`src/rtl/bytes_to_bits_if.sv`:
```
// bytes_to_bits_if: control, byte-buffer read port and bit stream of bytes_to_bits_seq
interface bytes_to_bits_if #(
  parameter int ADDR_W = 8,
  parameter int OUT_W = 1
);
  logic start;
  logic busy;
  logic done;
  logic mem_rd_en;
  logic [ADDR_W-1:0] mem_rd_addr;
  logic [7:0] mem_rd_data;
  logic bit_valid;
  logic bit_ready;
  logic [OUT_W-1:0] bit_data;
  logic bit_last;
  modport master (
    input start, mem_rd_data, bit_ready,
    output busy, done, mem_rd_en, mem_rd_addr, bit_valid, bit_data, bit_last
  );
  modport slave (
    output start, mem_rd_data, bit_ready,
    input busy, done, mem_rd_en, mem_rd_addr, bit_valid, bit_data, bit_last
  );
endinterface

```
`src/rtl/bytes_to_bits_seq.sv`:
```
// bytes_to_bits_seq: Kyber BytesToBits sequencer, byte buffer to LSB-first bit stream; define BTB_PREFETCH_EN for a gap-free prefetching build
module bytes_to_bits_seq #(
  parameter int BYTE_COUNT = 256,
  parameter int ADDR_W = 8,
  parameter int OUT_W = 1
) (
  input logic clk,
  input logic rst,
  bytes_to_bits_if.master io
);
  localparam int N = 8 / OUT_W;
  localparam int BW = $clog2(N) + 1;
  typedef enum logic [2:0] {IDLE, FETCH, WAIT, SHIFT, DONE} state_t;
  state_t state;
  logic [ADDR_W-1:0] byte_idx;
  logic [BW-1:0] beat;
  logic [7:0] sh;
  logic fire;
  logic last_beat;
  logic last_byte;
  assign fire = io.bit_valid && io.bit_ready;
  assign last_beat = beat == BW'(N - 1);
  assign last_byte = byte_idx == ADDR_W'(BYTE_COUNT - 1);
  assign io.busy = state inside {FETCH, WAIT, SHIFT};
  assign io.done = state == DONE;
  assign io.bit_valid = state == SHIFT;
  assign io.bit_data = sh[OUT_W-1:0];
  assign io.bit_last = io.bit_valid && last_byte && last_beat;
`ifdef BTB_PREFETCH_EN
  // rd_q marks read data on the bus this cycle; pf holds one byte fetched ahead of sh.
  // A new read is issued only when, after this edge, no fetched byte is left waiting,
  // so returning data always has room in sh or pf.
  logic [ADDR_W:0] rd_ptr;
  logic rd_q;
  logic pf_v;
  logic [7:0] pf;
  logic load_sh;
  logic held_z;
  assign load_sh = state == WAIT || (fire && last_beat);
  assign held_z = {1'b0, pf_v} + {1'b0, rd_q} <= {1'b0, load_sh};
  assign io.mem_rd_en = state == FETCH || ((state == WAIT || state == SHIFT) && held_z && rd_ptr != (ADDR_W+1)'(BYTE_COUNT));
  assign io.mem_rd_addr = rd_ptr[ADDR_W-1:0];
`else
  assign io.mem_rd_en = state == FETCH;
  assign io.mem_rd_addr = byte_idx;
`endif
  // Sequencer FSM, byte/beat counters and output shift register
  always_ff @(posedge clk) begin
    if (!rst) begin
      state <= IDLE;
      byte_idx <= '0;
      beat <= '0;
      sh <= '0;
`ifdef BTB_PREFETCH_EN
      rd_ptr <= '0;
      rd_q <= 1'b0;
      pf_v <= 1'b0;
      pf <= '0;
`endif
    end else begin
      if (fire) begin
        beat <= last_beat ? '0 : beat + BW'(1);
        sh <= sh >> OUT_W;
      end
`ifdef BTB_PREFETCH_EN
      rd_q <= io.mem_rd_en;
      if (io.mem_rd_en) rd_ptr <= rd_ptr + (ADDR_W+1)'(1);
      if (rd_q && (pf_v || !load_sh)) pf <= io.mem_rd_data;
      if (state == WAIT || state == SHIFT) pf_v <= !held_z;
`endif
      case (state)
        IDLE: if (io.start) state <= FETCH;
        FETCH: state <= WAIT;
        WAIT: begin
          sh <= io.mem_rd_data;
          state <= SHIFT;
        end
        SHIFT: if (fire && last_beat) begin
          if (!last_byte) byte_idx <= byte_idx + ADDR_W'(1);
`ifdef BTB_PREFETCH_EN
          state <= last_byte ? DONE : SHIFT;
          if (!last_byte) sh <= pf_v ? pf : io.mem_rd_data;
`else
          state <= last_byte ? DONE : FETCH;
`endif
        end
        default: begin
          state <= IDLE;
          byte_idx <= '0;
`ifdef BTB_PREFETCH_EN
          rd_ptr <= '0;
`endif
        end
      endcase
    end
  end
endmodule

```
`src/flat_wrapper.sv`:
```
// flat-port wrapper written by rule: the top's interface ports become plain ports
module bytes_to_bits_seq_flat 
#(
  parameter int BYTE_COUNT = 256,
  parameter int ADDR_W = 8,
  parameter int OUT_W = 1
)
  (clk, rst, io_start, io_mem_rd_data, io_bit_ready, io_busy, io_done, io_mem_rd_en, io_mem_rd_addr, io_bit_valid, io_bit_data, io_bit_last);
  bytes_to_bits_if #(.ADDR_W(ADDR_W), .OUT_W(OUT_W)) io_i ();
  input logic clk;
  input logic rst;
  input wire logic [$bits(io_i.start)-1:0] io_start;
  input wire logic [$bits(io_i.mem_rd_data)-1:0] io_mem_rd_data;
  input wire logic [$bits(io_i.bit_ready)-1:0] io_bit_ready;
  output wire logic [$bits(io_i.busy)-1:0] io_busy;
  output wire logic [$bits(io_i.done)-1:0] io_done;
  output wire logic [$bits(io_i.mem_rd_en)-1:0] io_mem_rd_en;
  output wire logic [$bits(io_i.mem_rd_addr)-1:0] io_mem_rd_addr;
  output wire logic [$bits(io_i.bit_valid)-1:0] io_bit_valid;
  output wire logic [$bits(io_i.bit_data)-1:0] io_bit_data;
  output wire logic [$bits(io_i.bit_last)-1:0] io_bit_last;
  assign io_i.start = io_start;
  assign io_i.mem_rd_data = io_mem_rd_data;
  assign io_i.bit_ready = io_bit_ready;
  assign io_busy = io_i.busy;
  assign io_done = io_i.done;
  assign io_mem_rd_en = io_i.mem_rd_en;
  assign io_mem_rd_addr = io_i.mem_rd_addr;
  assign io_bit_valid = io_i.bit_valid;
  assign io_bit_data = io_i.bit_data;
  assign io_bit_last = io_i.bit_last;
  bytes_to_bits_seq #(.BYTE_COUNT(BYTE_COUNT), .ADDR_W(ADDR_W), .OUT_W(OUT_W)) u_core (.clk(clk), .rst(rst), .io(io_i));
endmodule
```
`config.mk`:
```
export PLATFORM = sky130hd
export DESIGN_NAME = bytes_to_bits_seq_flat
export DESIGN_NICKNAME = d
export VERILOG_FILES = /design/src/rtl/bytes_to_bits_if.sv /design/src/rtl/bytes_to_bits_seq.sv /design/src/flat_wrapper.sv
export SDC_FILE = /design/constraint.sdc
export NUM_CORES = 1
export LEC_CHECK = 0
export CORE_MARGIN = 3
export CORE_UTILIZATION = 49
export CTS_BUF_LIST = sky130_fd_sc_hd__clkbuf_16
export CTS_CLUSTER_DIAMETER = 60
export DETAILED_ROUTE_END_ITERATION = 8
export PLACE_DENSITY_LB_ADDON = 0.08
export SLEW_MARGIN = 20
export SYNTH_ARGS = -nofsm -noshare
export SYNTH_HDL_FRONTEND = slang
export SYNTH_SLANG_ARGS = --single-unit
```
`constraint.sdc`:
```
create_clock -name clk -period 2 [get_ports clk]
set_input_delay 0.4 -clock clk [delete_from_list [all_inputs] [get_ports clk]]
set_output_delay 0.4 -clock clk [all_outputs]
set_load 0.02 [all_outputs]
```
==> results.rst, run 1 <==
.. list-table::
   :header-rows: 1

   * - Metric
     - Value
   * - Slowest stage cell, crit path
     - sky130_fd_sc_hd__clkdlybuf4s50_1
   * - Mean Syn Cell Area
     - roughly 8.9 um^2
   * - Cell Rows
     - 16
   * - Aggregate routed wire length
     - 2832 um
   * - Maximum number of pins on one net before global-route repair
     - 17
   * - Maximum root-to-sink buffer count
     - 2
   * - Vias in the first global route
     - 1072
   * - Fraction of layout cells with a size suffix above 1
     - 15.48%
   * - Die width
     - 54.65 um
   * - Ratio of final minimum period to clock period
     - between 90% and 100%
   * - Crit path capture type
     - output port
   * - Worst EP required
     - 1600 ps
   * - TritonCTS clock tree
     - yes
   * - Vias per cell
     - between 5 and 6
   * - Number of antenna violations at the first check in global routing
     - 0
   * - Setup repair after global routing missed its margin
     - no
   * - Syn-to-layout area delta
     - 37.97%
   * - Cells after synthesis
     - 131
   * - Detailed Place HPWL
     - around 2100 um
   * - Util after Layout
     - between 70% and 80%
   * - Peak supply drop
     - between 0.0006 and 0.0007 V
   * - Fraction of registers with async set or reset after synthesis
     - 0%
   * - Max-Cap Viols
     - 0
   * - Placeable core region
     - between 2000 and 2500 um^2
   * - Startpoint type of the worst setup path
     - flip-flop
   * - Post-Place Worst Slack
     - 75.68 ps
   * - Sequential area share after synthesis
     - 39.70%
   * - Diodes inserted
     - 0
   * - Simple-gate share of the synthesized area
     - 26.75%
   * - Post-Synth Adder-Cell Area
     - 2.157%
   * - Dominant register cell in the synthesized netlist
     - sky130_fd_sc_hd__dfxtp_1
   * - Top cell type's share of synthesized area
     - 39.70%
   * - Multiplexer share of the synthesized area
     - 7.875%
   * - Clock root buffer
     - sky130_fd_sc_hd__clkbuf_16
   * - Type of the worst min-delay path
     - flip-flop to flip-flop
   * - Count of buffers inserted at the top-level ports
     - 25
   * - # hold bufs at CTS
     - 0
   * - Total die area
     - 2987 um^2
   * - Total power
     - 1.066 mW
   * - Tot GR Track Use
     - 22.35%
   * - Headroom to the max-slew limit
     - 65.29%
   * - DR WL/cell
     - 14.52 um
   * - Endpoints failing setup
     - 0
   * - Worst setup slack after layout
     - roughly 62 ps
   * - Worst Path Arrival
     - 1540 ps
   * - Synth warn
     - 0
   * - Weighted congestion reported at the end of routability-driven placement
     - 0.8403
   * - Leakage power total
     - 0.6901 nW
   * - Cell breakdown of the critical path
     - nor2_1 > and2_1 > clkdlybuf4s50_1
   * - Initial cell density of the core
     - 55.18%
   * - Setup TNS
     - 0 ps
   * - Critical path's top delay family
     - buffers and inverters
   * - Compound-gate portion of the synthesized area
     - 16.61%
   * - Antenna Nets Post-Route
     - 0
   * - Combinational family with the most area after synthesis
     - simple AND/OR/NAND/NOR gates
   * - DRC
     - 0
   * - Most used standard cell by instance count after synthesis
     - sky130_fd_sc_hd__dfxtp_1
   * - Run status
     - completed
   * - Number of enable flip-flop cells after synthesis
     - 0
   * - Count of buffer and inverter cells on the critical path
     - 1
   * - Biggest area contributors in the synthesized netlist
     - sky130_fd_sc_hd__dfxtp_1 40%, sky130_fd_sc_hd__nor2_1 7.1%, sky130_fd_sc_hd__mux2i_1 6.9%, sky130_fd_sc_hd__a211oi_1 4.5%, sky130_fd_sc_hd__nand3_1 2.6%
   * - Worst Hold Margin
     - 515.3 ps
   * - H-tree depth
     - 1
   * - Time the worst path needs with I/O delays and setup
     - 1938 ps
   * - Clk Latency, worst-skew pair
     - 260 ps
   * - Number of nets produced by synthesis
     - 145
   * - Wire length of the first global-routing pass
     - around 4600 um
   * - I/O pin cnt
     - 26
   * - GRT overflow
     - 0
   * - Count of vias placed by the detailed router
     - 1085
   * - Clock sink count
     - 23
   * - Number of optimization iterations in the first detailed-route pass
     - 4
   * - Top cells by count, synth
     - 23 x sky130_fd_sc_hd__dfxtp_1, 22 x sky130_fd_sc_hd__nor2_1, 8 x sky130_fd_sc_hd__mux2i_1, 8 x sky130_fd_sc_hd__nand2_1, 7 x sky130_fd_sc_hd__a211oi_1
   * - Net count reported at finish
     - 183
   * - Final hold violation count
     - 0
   * - Slew Limit Fails
     - 0
   * - Post-Route Skew
     - 6.315 ps
   * - Buffer count from post-CTS setup fixing
     - 0
   * - Max Fanout on Critical Path
     - 7
   * - Violation count after the first detailed-routing iteration
     - 8
   * - Cell type contributing the most total cell area after synthesis
     - sky130_fd_sc_hd__dfxtp_1
   * - Power density over the cells
     - 666.4 nW/um^2
   * - Height of the die
     - about 55 um
   * - Summed instance area of the synthesized netlist
     - about 1200 um^2
   * - CP peak stage delay
     - roughly 590 ps
   * - Xor/xnor share of the synthesized area
     - 1.510%
   * - Number of distinct library cell variants in the gate-level netlist after synthesis
     - 37
   * - Type of the setup path with the least slack
     - flip-flop to output port
   * - Actual slew at the worst max-slew pin
     - approximately 520 ps
   * - CTS clk-pin slew, worst paths
     - ~60 ps
   * - Highest clock frequency the design can meet
     - 0.5161 GHz
   * - TritonCTS Buffers
     - 3
   * - Seq cells post-synth
     - 23
power breakdown:
group | internal (mW) | switching (mW)
Combinational | 0.0642 | 0.0635
Clock | 0.269 | 0.174
Sequential | 0.479 | 0.0167
logic make-up after synthesis:
kind of cell             count (synthesis)
flip-flops                              23
multiplexers                             9
buffers and inverters                   13
adder cells (fa/ha/maj)                  2
AND/OR/NAND/NOR                         57
XOR/XNOR                                 2
AO/OA/AOI/OAI                           25
what timing repair did:
item                       CTS  global route
hold endpoints to repair     0             0
gates resized for setup      1             3
setup endpoints to repair    1             5
pin swaps                    0             0
cloned                       0             0
cell type report:
class / count / area [um^2]
Timing Repair Buffer: 40 / 365.4
Clock buffer: 3 / 75.07
Clock inverter: 1 / 5.005
Fill cell: 159 / 501.7
Sequential cell: 23 / 461.7
Inverter: 6 / 22.52
Tap cell: 27 / 33.78
Multi-Input combinational cell: 95 / 636.9
per-layer routing:
| metal | GRT usage (%) | up-vias | wire, um | share of wire (%) |
|---|---|---|---|---|
| li1 | - | 545 | - | - |
| met1 | 24.67 | 504 | 1236 | 44 |
| met2 | 37.40 | 25 | 1349 | 48 |
| met3 | 5.722 | 11 | 132 | 4.7 |
| met4 | 14.52 | 0 | 113 | 4.0 |
| met5 | 0 | - | 0 | 0 |
state kept, by name (all words and copies together), names as in the netlist:
name	flops
u_core.sh	8
u_core.io.mem_rd_addr	8
u_core.state	3
u_core.beat	4
cell usage in the layout, fill, tap and decap left out, types with 2 or more instances in the layout:
master,n
sky130_fd_sc_hd__xnor2_1,2
sky130_fd_sc_hd__ha_1,2
sky130_fd_sc_hd__and3_1,2
sky130_fd_sc_hd__o21ai_1,2
sky130_fd_sc_hd__nor3_1,3
sky130_fd_sc_hd__mux2i_1,8
sky130_fd_sc_hd__inv_1,6
sky130_fd_sc_hd__nor4_1,2
sky130_fd_sc_hd__a41oi_1,2
sky130_fd_sc_hd__clkdlybuf4s50_1,23
sky130_fd_sc_hd__buf_4,15
sky130_fd_sc_hd__nor2_1,22
sky130_fd_sc_hd__dfxtp_1,22
sky130_fd_sc_hd__a31oi_1,4
sky130_fd_sc_hd__a211oi_1,7
sky130_fd_sc_hd__and2_1,2
sky130_fd_sc_hd__clkbuf_16,3
sky130_fd_sc_hd__nand3_1,6
sky130_fd_sc_hd__a21oi_1,4
sky130_fd_sc_hd__o21ai_0,2
sky130_fd_sc_hd__nand2b_1,2
sky130_fd_sc_hd__and3b_1,2
sky130_fd_sc_hd__nand2_1,8
metrics by stage:
step                instances  cell area [um^2]
floorplan                 131              1160
global placement          191              1516
detailed placement        191              1516
CTS                       195              1595
global route              195              1600
finish                    195              1600
worst reg2reg max path, stage by stage (launching register included):
cell,delay (ps)
sky130_fd_sc_hd__dfxtp_1,370
sky130_fd_sc_hd__ha_1,190
sky130_fd_sc_hd__buf_4,120
sky130_fd_sc_hd__nand3b_2,170
sky130_fd_sc_hd__a2111oi_4,460
sky130_fd_sc_hd__a41oi_1,170
sky130_fd_sc_hd__a31oi_1,150
worst paths after layout:
path                                          from                                    end  slack (ps)  cells past startpoint
min          u_core.io.mem_rd_addr[6]$_SDFFE_PN0P_  u_core.io.mem_rd_addr[6]$_SDFFE_PN0P_         520                      1
max                   u_core.state[0]$_SDFFE_PN0P_                                io_done          60                      3
min reg2reg  u_core.io.mem_rd_addr[6]$_SDFFE_PN0P_  u_core.io.mem_rd_addr[6]$_SDFFE_PN0P_         520                      1
max reg2reg            u_core.beat[0]$_SDFFE_PN0P_  u_core.io.mem_rd_addr[6]$_SDFFE_PN0P_         300                      6
Note: power is estimated with default switching activity, not from simulation.
==> run 2, diff against run 1 <==
ABC_AREA = 1   (was default)
CAP_MARGIN = 25   (was default)
CORE_UTILIZATION = 50   (was 49)
==> results.rst, run 2 <==
.. list-table::
   :header-rows: 1

   * - Metric
     - Value
   * - Tot GR Track Use
     - 19.85%
   * - Weighted congestion reported at the end of routability-driven placement
     - 0.8704
   * - TritonCTS clock tree
     - yes
   * - Count of vias placed by the detailed router
     - 1365
   * - Setup slack on the worst flop-to-flop path
     - ~320 ps
   * - Detailed Place HPWL
     - about 2300 um
   * - Top cell type's share of synthesized area
     - 35.52%
   * - Maximum root-to-sink buffer count
     - 2
   * - Biggest area contributors in the synthesized netlist
     - sky130_fd_sc_hd__dfxtp_1 36%, sky130_fd_sc_hd__nand2_1 15%, sky130_fd_sc_hd__nand3_1 8.5%, sky130_fd_sc_hd__inv_1 6.1%, sky130_fd_sc_hd__nor2_1 6.1%
   * - Startpoint type of the worst setup path
     - flip-flop
   * - Net count reported at finish
     - 237
   * - R2R Path Start
     - u_core.beat[0]$_SDFFE_PN0P_
   * - DR WL/cell
     - 12.13 um
   * - Sequential area share after synthesis
     - 35.52%
   * - I/O pin cnt
     - 26
   * - Fraction of layout cells with a size suffix above 1
     - 12.16%
   * - H-tree depth
     - 1
   * - Most used standard cell by instance count after synthesis
     - sky130_fd_sc_hd__nand2_1
   * - Initial cell density of the core
     - 55.40%
   * - Highest clock frequency the design can meet
     - 0.5396 GHz
   * - Beginning of the worst hold path
     - u_core.sh[7]$_SDFFE_PN0P_
   * - Vias in the first global route
     - 1350
   * - Number of nets produced by synthesis
     - 201
   * - Height of the die
     - 56.92 um
   * - Max-Cap Viols
     - 0
   * - Buffer count from post-CTS setup fixing
     - 0
   * - GRT overflow
     - 0
   * - Synth warn
     - 0
   * - End point of the worst hold path
     - u_core.sh[7]$_SDFFE_PN0P_
   * - Setup repair after global routing missed its margin
     - no
   * - Placeable core region
     - 2340 um^2
   * - Count of buffers inserted at the top-level ports
     - 25
   * - Most common cell after layout, fill and taps aside
     - sky130_fd_sc_hd__nand2_1
   * - Number of antenna violations at the first check in global routing
     - 0
   * - Seq cells post-synth
     - 23
   * - Number of distinct library cell variants in the gate-level netlist after synthesis
     - 24
   * - Setup TNS
     - 0 ps
   * - Endpoint of the most critical register-to-register path
     - u_core.io.mem_rd_addr[1]$_SDFFE_PN0P_
   * - Max Fanout on Critical Path
     - 9
   * - Post-DP Area
     - 1613 um^2
   * - Clk Latency, worst-skew pair
     - about 250 ps
   * - Final hold violation count
     - 0
   * - Syn-to-layout area delta
     - 31.18%
   * - # hold bufs at CTS
     - 0
   * - Ratio of final minimum period to clock period
     - 92.66%
   * - Time the worst path needs with I/O delays and setup
     - between 1500 and 2000 ps
   * - Summed instance area of the synthesized netlist
     - 1296 um^2
   * - Die width
     - 56.92 um
   * - Cell type contributing the most total cell area after synthesis
     - sky130_fd_sc_hd__dfxtp_1
   * - Total die area
     - between 3000 and 4000 um^2
   * - Cell Rows
     - 17
   * - Aggregate routed wire length
     - 3032 um
   * - Vias per cell
     - 5.460
   * - Number of gates resized after cts
     - 6
   * - Number of enable flip-flop cells after synthesis
     - 0
   * - Maximum number of pins on one net before global-route repair
     - 16
   * - Antenna Nets Post-Route
     - 0
   * - Clock sink count
     - 23
   * - Worst hold path stage count
     - 2
   * - Type of the setup path with the least slack
     - flip-flop to output port
   * - Cells after synthesis
     - 187
   * - Run status
     - completed
   * - Mean Syn Cell Area
     - 6.932 um^2
   * - Post-route cell area
     - between 1500 and 2000 um^2
   * - CTS clk-pin slew, worst paths
     - 60 ps
   * - Dominant register cell in the synthesized netlist
     - sky130_fd_sc_hd__dfxtp_1
   * - Slew Limit Fails
     - 0
   * - Actual slew at the worst max-slew pin
     - between 300 and 400 ps
   * - TritonCTS Buffers
     - 3
   * - Crit path capture type
     - output port
   * - Type of the worst min-delay path
     - flip-flop to flip-flop
   * - Top cells by count, synth
     - 53 x sky130_fd_sc_hd__nand2_1, 23 x sky130_fd_sc_hd__dfxtp_1, 22 x sky130_fd_sc_hd__nand3_1
   * - Fraction of registers with async set or reset after synthesis
     - 0%
   * - Number of optimization iterations in the first detailed-route pass
     - 4
   * - Commonest cells after routing, fill and taps aside
     - 53 x sky130_fd_sc_hd__nand2_1, 22 x sky130_fd_sc_hd__inv_1, 22 x sky130_fd_sc_hd__dfxtp_1
   * - Clock root buffer
     - sky130_fd_sc_hd__clkbuf_16
   * - Power density over the cells
     - 737.8 nW/um^2
   * - Post-Route Skew
     - around 1.5 ps
   * - Worst EP required
     - 1600 ps
   * - Worst Path Arrival
     - 1450 ps
   * - Leakage power total
     - 0.7696 nW
   * - Wire length of the first global-routing pass
     - 5216 um
   * - Diodes inserted
     - 0
   * - Violation count after the first detailed-routing iteration
     - 46
   * - Peak supply drop
     - roughly 0.00051 V
   * - Headroom to the max-slew limit
     - 74.01%
   * - Endpoints failing setup
     - 0
   * - DRC
     - 0
   * - Cell depth of the worst flop-to-flop path
     - 7
## run 2: cell count changes in the layout (fill, tap and decap cells not counted), moves of 3 or more
cell                              previous run  this run
sky130_fd_sc_hd__a211oi_1                    7         0
sky130_fd_sc_hd__a21oi_1                     4        11
sky130_fd_sc_hd__buf_4                      15         9
sky130_fd_sc_hd__clkdlybuf4s50_1            23        20
sky130_fd_sc_hd__inv_1                       6        22
sky130_fd_sc_hd__mux2i_1                     8         0
sky130_fd_sc_hd__nand2_1                     8        53
sky130_fd_sc_hd__nand2_4                     0         4
sky130_fd_sc_hd__nand3_1                     6        21
sky130_fd_sc_hd__nor3_1                      3         6
sky130_fd_sc_hd__o211a_1                     0         6
## run 2: stage by stage
stage | hold slack [ps] | setup slack, ps | utilization (%) | power [mW] | instances
after floorplan | 438.8 | 261.1 | - | 0.7528 | 187
after global placement | 452.9 | 67.57 | 68.93 | 0.8321 | 246
after detailed placement | 467.4 | 19.14 | 68.93 | 0.8459 | 246
after CTS | 476.9 | 25.97 | 72.30 | 1.271 | 250
after global routing | 491.1 | 71.36 | 72.67 | 1.324 | 250
final | 476.4 | 146.7 | 72.67 | 1.255 | 250
## run 2: cell type report
| type | count | area, um^2 |
|---|---|---|
| Multi-Input combinational cell | 137 | 719.4 |
| Fill cell | 200 | 639.4 |
| Sequential cell | 23 | 461.7 |
| Timing Repair Buffer | 34 | 315.3 |
| Inverter | 24 | 90.09 |
| Clock buffer | 3 | 75.07 |
| Tap cell | 28 | 35.03 |
| Clock inverter | 1 | 3.754 |
## run 2: worst max path at each step
stage / start / end / slack, ps / depth (start not counted)
finish: u_core.state[1]$_SDFFE_PN0P_ / io_bit_valid / 150 / 4
global route: u_core.state[1]$_SDFFE_PN0P_ / io_bit_valid / 70 / 4
CTS: u_core.state[1]$_SDFFE_PN0P_ / io_busy / 30 / 3
detailed placement: u_core.io.mem_rd_addr[0]$_SDFFE_PN0P_ / io_bit_last / 20 / 6
global placement: u_core.io.mem_rd_addr[0]$_SDFFE_PN0P_ / io_bit_last / 70 / 6
floorplan: u_core.io.mem_rd_addr[1]$_SDFFE_PN0P_ / io_bit_last / 260 / 5
## run 2: worst max-delay path, cell delays in order (launching register included)
cell and delay [ps]:
sky130_fd_sc_hd__dfxtp_1 420, sky130_fd_sc_hd__nand2_2 130, sky130_fd_sc_hd__nor2_8 110, sky130_fd_sc_hd__buf_4 190
sky130_fd_sc_hd__dlygate4sd2_1 350
## run 2: power breakdown
part	internal (mW)	switching [mW]	total [mW]	leakage, nW
sequential	0.500	0.0276	0.528	0.187
combinational	0.127	0.178	0.305	0.540
clock	0.267	0.155	0.422	0.0423
total	0.893	0.361	1.25	0.770
## run 2: kinds of logic after synthesis
kind of cell	count (synthesis)	synth area share, %
AOI/OAI and AO/OA	23	12.26
adders and majority gates	2	1.930
buffers and inverters	27	9.749
DFF	23	35.52
and+or+nand+nor	112	40.54
## run 2: metal layers
metal,track usage [%],vias up,wire (um)
li1,-,680,-
met1,21.03,627,1260
met2,35.73,46,1534
met3,3.908,12,157
met4,11.92,0,79
met5,0,-,0
==> run 3, diff against run 2 <==
CORE_UTILIZATION = 61   (was 50)
CTS_CLUSTER_SIZE = 40   (was default)
DONT_BUFFER_PORTS = 1   (was default)
==> results.rst, run 3 (synthesis results as in run 2) <==
.. list-table::
   :header-rows: 1

   * - Metric
     - Value
   * - Run status
     - completed
   * - Antenna Nets Post-Route
     - 0
   * - Max Fanout on Critical Path
     - 10
   * - Wire length of the first global-routing pass
     - about 4700 um
   * - Number of gates resized after cts
     - 0
   * - Actual slew at the worst max-slew pin
     - approximately 460 ps
   * - Vias per cell
     - between 5 and 6
   * - CTS clk-pin slew, worst paths
     - 60 ps
   * - DRC
     - 0
   * - Startpoint type of the worst setup path
     - flip-flop
   * - Aggregate routed wire length
     - approximately 2800 um
   * - Detailed Place HPWL
     - 2107 um
   * - Worst hold path stage count
     - 2
   * - Violation count after the first detailed-routing iteration
     - 34
   * - Commonest cells after routing, fill and taps aside
     - 53 x sky130_fd_sc_hd__nand2_1, 23 x sky130_fd_sc_hd__dfxtp_1, 22 x sky130_fd_sc_hd__nand3_1
   * - Syn-to-layout area delta
     - 10.62%
   * - Filler Cells Inserted
     - between 150 and 200
   * - Number of instances in the placed design
     - 219
   * - Clk Latency, worst-skew pair
     - 260 ps
   * - Height of the die
     - 52.10 um
   * - Weighted congestion reported at the end of routability-driven placement
     - 0.8033
   * - Vias in the first global route
     - 1165
   * - Headroom to the max-slew limit
     - 69.34%
   * - GRT overflow
     - 0
   * - Max-Cap Viols
     - 0
   * - # hold bufs at CTS
     - 0
   * - Setup TNS
     - 0 ps
   * - Number of antenna violations at the first check in global routing
     - 0
   * - Final hold violation count
     - 0
   * - Initial cell density of the core
     - 65.40%
   * - Die width
     - 52.10 um
   * - Clock root buffer
     - sky130_fd_sc_hd__clkbuf_16
   * - Post-Route Skew
     - roughly 6.3 ps
   * - Leakage power total
     - 0.6363 nW
   * - Worst Path Arrival
     - roughly 1500 ps
   * - Setup repair after global routing missed its margin
     - no
   * - Count of non-filler cells in the finished layout
     - 223
   * - Time the worst path needs with I/O delays and setup
     - 1891 ps
   * - Buffer count from post-CTS setup fixing
     - 0
   * - Worst EP required
     - 1600 ps
   * - Worst setup slack after layout
     - 108.7 ps
   * - R2R Path Start
     - u_core.beat[0]$_SDFFE_PN0P_
   * - Total die area
     - 2714 um^2
   * - Endpoints failing setup
     - 0
   * - Post-Place Worst Slack
     - 404.9 ps
   * - Highest clock frequency the design can meet
     - 0.5287 GHz
   * - Count of vias placed by the detailed router
     - around 1200
   * - Power density over the cells
     - 842.1 nW/um^2
   * - Count of buffers inserted at the top-level ports
     - 0
   * - Type of the worst min-delay path
     - input port to flip-flop
   * - I/O pin cnt
     - 26
   * - Slew Limit Fails
     - 0
   * - Cell depth of the worst flop-to-flop path
     - 7
   * - DR WL/cell
     - 12.51 um
   * - Cell Rows
     - 16
   * - Placeable core region
     - slightly below 2000 um^2
   * - Setup slack on the worst flop-to-flop path
     - 470 ps
   * - Diodes inserted
     - 0
   * - Endpoint of the most critical register-to-register path
     - u_core.io.mem_rd_addr[1]$_SDFFE_PN0P_
   * - H-tree depth
     - 1
   * - Maximum root-to-sink buffer count
     - 2
   * - Tot GR Track Use
     - between 20 and 25%
   * - Most common cell after layout, fill and taps aside
     - sky130_fd_sc_hd__nand2_1
   * - TritonCTS Buffers
     - 3
   * - Crit path capture type
     - output port
   * - Number of optimization iterations in the first detailed-route pass
     - 5
   * - Clock sink count
     - 23
   * - Beginning of the worst hold path
     - rst
   * - End point of the worst hold path
     - u_core.io.mem_rd_addr[6]$_SDFFE_PN0P_
   * - Type of the setup path with the least slack
     - flip-flop to output port
   * - Net count reported at finish
     - 211
   * - Peak supply drop
     - between 0.0006 and 0.0007 V
   * - Maximum number of pins on one net before global-route repair
     - 16
   * - TritonCTS clock tree
     - yes
   * - Ratio of final minimum period to clock period
     - 94.57%
   * - Fraction of layout cells with a size suffix above 1
     - about 11%
==> run 3: cell count changes in the layout (fill, tap and decap cells not counted), sizes merged <==
cell,before,now
clkdlybuf4s50,20,0
dlymetal6s2s,2,0
clkinv,1,2
buf,10,8
inv,24,23
dlygate4sd2,2,0
==> run 3: worst max path at each step <==
stage                        endpoint                                   from  depth (start not counted)  slack [ps]
after detailed placement  io_bit_last           u_core.state[1]$_SDFFE_PN0P_                          5         400
after global routing      io_bit_last           u_core.state[1]$_SDFFE_PN0P_                          5          20
after global placement    io_bit_last           u_core.state[1]$_SDFFE_PN0P_                          5         430
final                     io_bit_last           u_core.state[1]$_SDFFE_PN0P_                          5         110
after CTS                 io_bit_last           u_core.state[1]$_SDFFE_PN0P_                          5         110
after floorplan           io_bit_last  u_core.io.mem_rd_addr[1]$_SDFFE_PN0P_                          5         260
==> run 3: area by class of cell <==
cell class | count | area [um^2] | share of cell area (%)
clock buffers | 3 | 75.07 | 5.236
well taps | 27 | 33.78 | 2.356
inverters | 24 | 90.09 | 6.283
clock inverters | 1 | 5.005 | 0.3490
multi-input cells | 137 | 709.4 | 49.48
repair buffers | 8 | 60.06 | 4.188
flip-flops and latches | 23 | 460.4 | 32.11
==> run 3: where the power goes <==
group,internal (mW),switching (mW)
Combinational,0.0780,0.154
Clock,0.269,0.171
Sequential,0.500,0.0359
Total,0.847,0.360
==> run 3: through the flow <==
| stage | power [mW] | area (um^2) | hold WS, ps | util [%] |
|---|---|---|---|---|
| detailed placement | 0.7761 | 1354 | 461.3 | 68.31 |
| global route | 1.253 | 1434 | 274.0 | 72.35 |
| finish | 1.207 | 1434 | 257.2 | 72.35 |
| floorplan | 0.7528 | 1296 | 438.8 | - |
| global placement | 0.7642 | 1354 | 450.4 | 68.31 |
| CTS | 1.207 | 1434 | 260.3 | 72.35 |
==> run 3: critical path, cell delays in order, from the launching register on <==
cell                      delay, ps
sky130_fd_sc_hd__dfxtp_1        450
sky130_fd_sc_hd__nand2_2        140
sky130_fd_sc_hd__nor2_8         240
sky130_fd_sc_hd__nand3_1        140
sky130_fd_sc_hd__nor2_1         110
sky130_fd_sc_hd__buf_4          150
==> run 3: per-layer routing <==
layer	wire length [um]	share of wire (%)	vias up	GRT usage [%]
met2	1408	50	34	41.21
li1	-	-	619	-
met4	54	1.9	0	10.04
met3	173	6.2	7	6.590
met1	1153	41	562	24.33
met5	0	0	-	0
